File: src/rtl/if_stage.sv
// RV32 instruction-fetch stage: PC register, single-outstanding imem fetch and
// the IF/ID pipeline register feeding the decoder.
module if_stage #(
    parameter logic [31:0] RESET_PC  = 32'h0000_0000,
    parameter logic [31:0] NOP_INSTR = 32'h0000_0013
) (
    input  logic        clk,
    input  logic        rst_n,
    input  logic        stall,
    input  logic        redirect_valid,
    input  logic [31:0] redirect_pc,
    output logic        imem_req_valid,
    input  logic        imem_req_ready,
    output logic [31:0] imem_addr,
    input  logic        imem_rsp_valid,
    input  logic [31:0] imem_rsp_data,
    output logic        id_valid,
    output logic [31:0] id_pc,
    output logic [31:0] id_instr,
    output logic [6:0]  id_opcode
);

    typedef enum logic [1:0] {
        S_REQ  = 2'd0,
        S_WAIT = 2'd1,
        S_HOLD = 2'd2
    } state_t;

    state_t      state;
    logic [31:0] pc;
    logic [31:0] hold_buf;
    logic        drop;
    logic        can_accept;

    assign can_accept     = !stall || !id_valid;
    assign imem_req_valid = rst_n && (state == S_REQ) && !redirect_valid;
    assign imem_addr      = pc;
    assign id_opcode      = id_valid ? id_instr[6:0] : 7'b0000000;

    always_ff @(posedge clk) begin
        if (!rst_n) begin
            state    <= S_REQ;
            pc       <= RESET_PC;
            drop     <= 1'b0;
            hold_buf <= NOP_INSTR;
            id_valid <= 1'b0;
            id_pc    <= 32'h0000_0000;
            id_instr <= NOP_INSTR;
        end else if (redirect_valid) begin
            // Redirect flushes IF/ID and beats any stall.
            pc       <= {redirect_pc[31:2], 2'b00};
            id_valid <= 1'b0;
            id_instr <= NOP_INSTR;
            case (state)
                S_WAIT: begin
                    if (imem_rsp_valid) begin
                        drop  <= 1'b0;
                        state <= S_REQ;
                    end else begin
                        drop  <= 1'b1;
                    end
                end
                S_HOLD: begin
                    hold_buf <= NOP_INSTR;
                    state    <= S_REQ;
                end
                default: state <= S_REQ;
            endcase
        end else begin
            // Decode consumes the current entry; a load below takes precedence.
            if (id_valid && !stall)
                id_valid <= 1'b0;
            case (state)
                S_REQ: begin
                    if (imem_req_valid && imem_req_ready)
                        state <= S_WAIT;
                end
                S_WAIT: begin
                    if (imem_rsp_valid) begin
                        if (drop) begin
                            drop  <= 1'b0;
                            state <= S_REQ;
                        end else if (can_accept) begin
                            id_instr <= imem_rsp_data;
                            id_pc    <= pc;
                            id_valid <= 1'b1;
                            pc       <= pc + 32'd4;
                            state    <= S_REQ;
                        end else begin
                            hold_buf <= imem_rsp_data;
                            state    <= S_HOLD;
                        end
                    end
                end
                S_HOLD: begin
                    if (!stall) begin
                        id_instr <= hold_buf;
                        id_pc    <= pc;
                        id_valid <= 1'b1;
                        pc       <= pc + 32'd4;
                        hold_buf <= NOP_INSTR;
                        state    <= S_REQ;
                    end
                end
                default: state <= S_REQ;
            endcase
        end
    end

endmodule

File: config.mk
export PLATFORM = sky130hd
export DESIGN_NAME = if_stage
export DESIGN_NICKNAME = d
export VERILOG_FILES = /design/src/rtl/if_stage.sv
export SDC_FILE = /design/constraint.sdc
export NUM_CORES = 1
export LEC_CHECK = 0
export CORE_ASPECT_RATIO = 1.75
export CORE_MARGIN = 5
export CORE_UTILIZATION = 64
export CTS_CLUSTER_DIAMETER = 40
export DETAILED_ROUTE_END_ITERATION = 10
export DONT_BUFFER_PORTS = 1
export PLACE_DENSITY = 0.8
export SYNTH_ARGS = -nofsm -noshare
export SYNTH_HDL_FRONTEND = slang
export SYNTH_SLANG_ARGS = --single-unit
File: constraint.sdc
create_clock -name clk -period 2.63 [get_ports clk]
set_input_delay 0.3945 -clock clk [delete_from_list [all_inputs] [get_ports clk]]
set_output_delay 0.3945 -clock clk [all_outputs]
set_load 0.01 [all_outputs]
==> results.json <==
{
  "rows": 46,
  "cp-end-kind": "flip-flop",
  "grt_pass1_vias": 4732,
  "fin_crit_ns": 2.15,
  "synthDistinctLibCells": 46,
  "layout.cells.most_common": "dfxtp_1",
  "combPwrFrac": 0.064,
  "yosys-top-cells-area": "dfxtp_1, a21boi_1, nand2_1, mux2i_1, a211oi_1",
  "slew_viol_final": 0,
  "track_usage": 0.257,
  "synth_top_family_by_area": "simple AND/OR/NAND/NOR gates",
  "ir_drop_v": 0.000507,
  "gp_congestion": 0.788,
  "synth-seq-cells": 128,
  "cp.arrival_ns": 2.44,
  "die_y_um": 137,
  "clkLatencyLatePin_ns": 0.41,
  "fillCellCount": 667,
  "grt_max_degree": 99,
  "final_cells": 790,
  "antenna_found_initial": 1,
  "startpoint_type": "flip-flop",
  "tns_ns": 0,
  "status": "completed",
  "yosys.area.top_type_share": 0.435,
  "synth-adder-area-share": 0.00849,
  "grt_pass1_wl_um": 22500,
  "clkSlewWorstSetupHoldPaths_ns": 0.05,
  "rsz0062_at_grt": "false",
  "nNetsFinal": 729,
  "syn_area_per_cell_um2": 8.64,
  "finalCritPeriodShare": 0.816,
  "cts-root-buf": "clkbuf_16",
  "worst_slew_pin_slew_ns": 0.756,
  "synthArstFlopShare": 0,
  "detailed_place_hpwl_um": 9860,
  "h-tree-depth": 4,
  "start_util": 0.652,
  "synth_top_cell_by_area": "dfxtp_1",
  "p_leak_nw": 2.11,
  "cts_resized": 0,
  "drc": 0,
  "gr-total-overflow": 0,
  "drtIter0Drc": 212,
  "crit_type": "reg -> reg",
  "num_io_pins": 175,
  "cts_tree": "done",
  "ys_seq_area_frac": 0.435,
  "placement.io_buffers": 0,
  "clock_path_buffers": 2,
  "synth_flop_cell": "dfxtp_1",
  "dieArea_um2": 11300,
  "netlist_area_um2": 5890,
  "cp_data_required_time_ns": 2.92,
  "area_growth_pct": 10.7,
  "sequentialPowerShare": 0.438,
  "ant_nets": 0,
  "utilization": 0.722,
  "synth_edf_count": 0,
  "wl_um": 14300,
  "clkPwrFrac": 0.498,
  "synth_compound_area_frac": 0.187,
  "hold_viol": 0,
  "cap_violations": 0,
  "setup_violations": 0,
  "fmax_ghz": 0.466,
  "place_inst": 756,
  "power_switching_mw": 1.12,
  "cts_num_sinks": 128,
  "slew_headroom": 0.496,
  "syn_inst": 682,
  "yosys.area_share.simple": 0.217,
  "postCtsSetupBuffers": 0,
  "setup_ws_ns": 0.484,
  "vias_per_cell": 6.01,
  "final_cell_mix": "dfxtp_1, nand2_1, a21boi_1, nand3_1, mux2i_1",
  "yosysWarnings": 0,
  "hold_path.class": "in -> reg",
  "switching_share": 0.231,
  "power_density_nw_per_um2": 743,
  "muxShareOfSynthArea": 0.0611,
  "finalClockSkew_ns": 0.00691,
  "drive_above_1_share": 0.0913,
  "wl_per_cell_um": 18.1,
  "die_width_um": 82.5,
  "postCtsHoldBufs": 0,
  "vias": 4748,
  "numCtsBuffers": 17,
  "core_um2": 9040,
  "path_max_fanout": 16,
  "internal-power_mw": 3.73,
  "first_pass_iters": 4,
  "synth-xor-area-share": 0.0386,
  "dp_slack_ns": 0.471
}
path summary, 6_finish.rpt:
| check | startpoint | to | slack (ns) | cells after the start |
|---|---|---|---|---|
| setup / recovery | id_valid | hold_buf[9] | 0.48 | 6 |
| setup reg to reg | id_valid | hold_buf[9] | 0.48 | 6 |
| hold / removal | rst_n | hold_buf[0] | 0.11 | 1 |
| hold reg to reg | hold_buf[12] | hold_buf[12] | 0.45 | 2 |
cell usage after synthesis, types with 2 or more instances:
library cell	number
nand2_1	112
clkbuf_1	28
xor2_1	3
nor2b_1	6
o21ai_1	10
o21ai_0	28
buf_4	7
mux2i_1	36
and3_1	3
nor4_1	6
inv_1	5
a21boi_1	57
nor4_2	10
xnor2_1	23
ha_1	4
nand4_1	4
and2_1	13
and4_1	3
a211oi_1	32
o2111a_1	2
nor2_1	36
a21oi_1	28
nand3b_1	2
nand3_1	37
dfxtp_1	128
buf_2	24
a21boi_0	2
nor3_1	13
nand2b_1	3
state kept, by name (all words and copies together), names as in the netlist:
name       flops
id_pc         30
hold_buf      32
imem_addr     30
id_instr      32
state          2
id_valid       1
drop           1
layer usage:
layer  share of wire  GRT usage  up-vias
met5               0          0        -
met4           0.020     0.0936        0
met3           0.094      0.105       27
met2            0.54      0.469      190
met1            0.34      0.250     2205
li1                -          -     2326
worst max-delay path: stages, from the launching register on:
cell and delay [ns]:
dfxtp_1 0.57, nand2_1 0.18, o211ai_1 0.32, o2111ai_2 0.48, buf_4 0.35, nand2_1 0.08, a21boi_1 0.06
power by group through the flow:
stage | logic (mW) | registers (mW) | clock network (mW)
final | 0.309 | 2.12 | 2.41
after global routing | 0.345 | 2.13 | 2.54
after CTS | 0.311 | 2.12 | 2.44
after detailed placement | 0.308 | 2.17 | 0
after global placement | 0.296 | 2.16 | 0
after floorplan | 0.275 | 2.14 | 0
through the flow:
stage / power (mW) / cell area [um2] / hold slack [ns]
6_report: 4.85 / 6530 / 0.112
5_1_grt: 5.02 / 6520 / 0.0804
4_1_cts: 4.88 / 6520 / 0.0681
3_5_place_dp: 2.47 / 5900 / 0.444
3_3_place_gp: 2.46 / 5900 / 0.436
2_1_floorplan: 2.41 / 5900 / 0.430
cells by family (layout without fill, tap and decap cells):
| group | count (synthesis) | in the layout |
|---|---|---|
| mux | 36 | 36 |
| flops | 128 | 128 |
| buf+inv | 66 | 49 |
| fa+ha+maj | 4 | 4 |
| other cells | 1 | 6 |
| simple gates | 255 | 255 |
| xor+xnor | 26 | 26 |
| compound gates | 166 | 166 |
cell type report:
type                       instances  area (um2)  share of cell area
clock buffer                      23         488              0.0748
multi-input combinational        491        3060               0.469
clock inverter                     9         130              0.0199
antenna                            2        5.00            0.000767
inverter                           6        22.5             0.00345
sequential                       128        2560               0.393
timing repair buffer              11         108              0.0165
tap                              120         150              0.0230
Note: power is estimated with default switching activity, not from simulation.
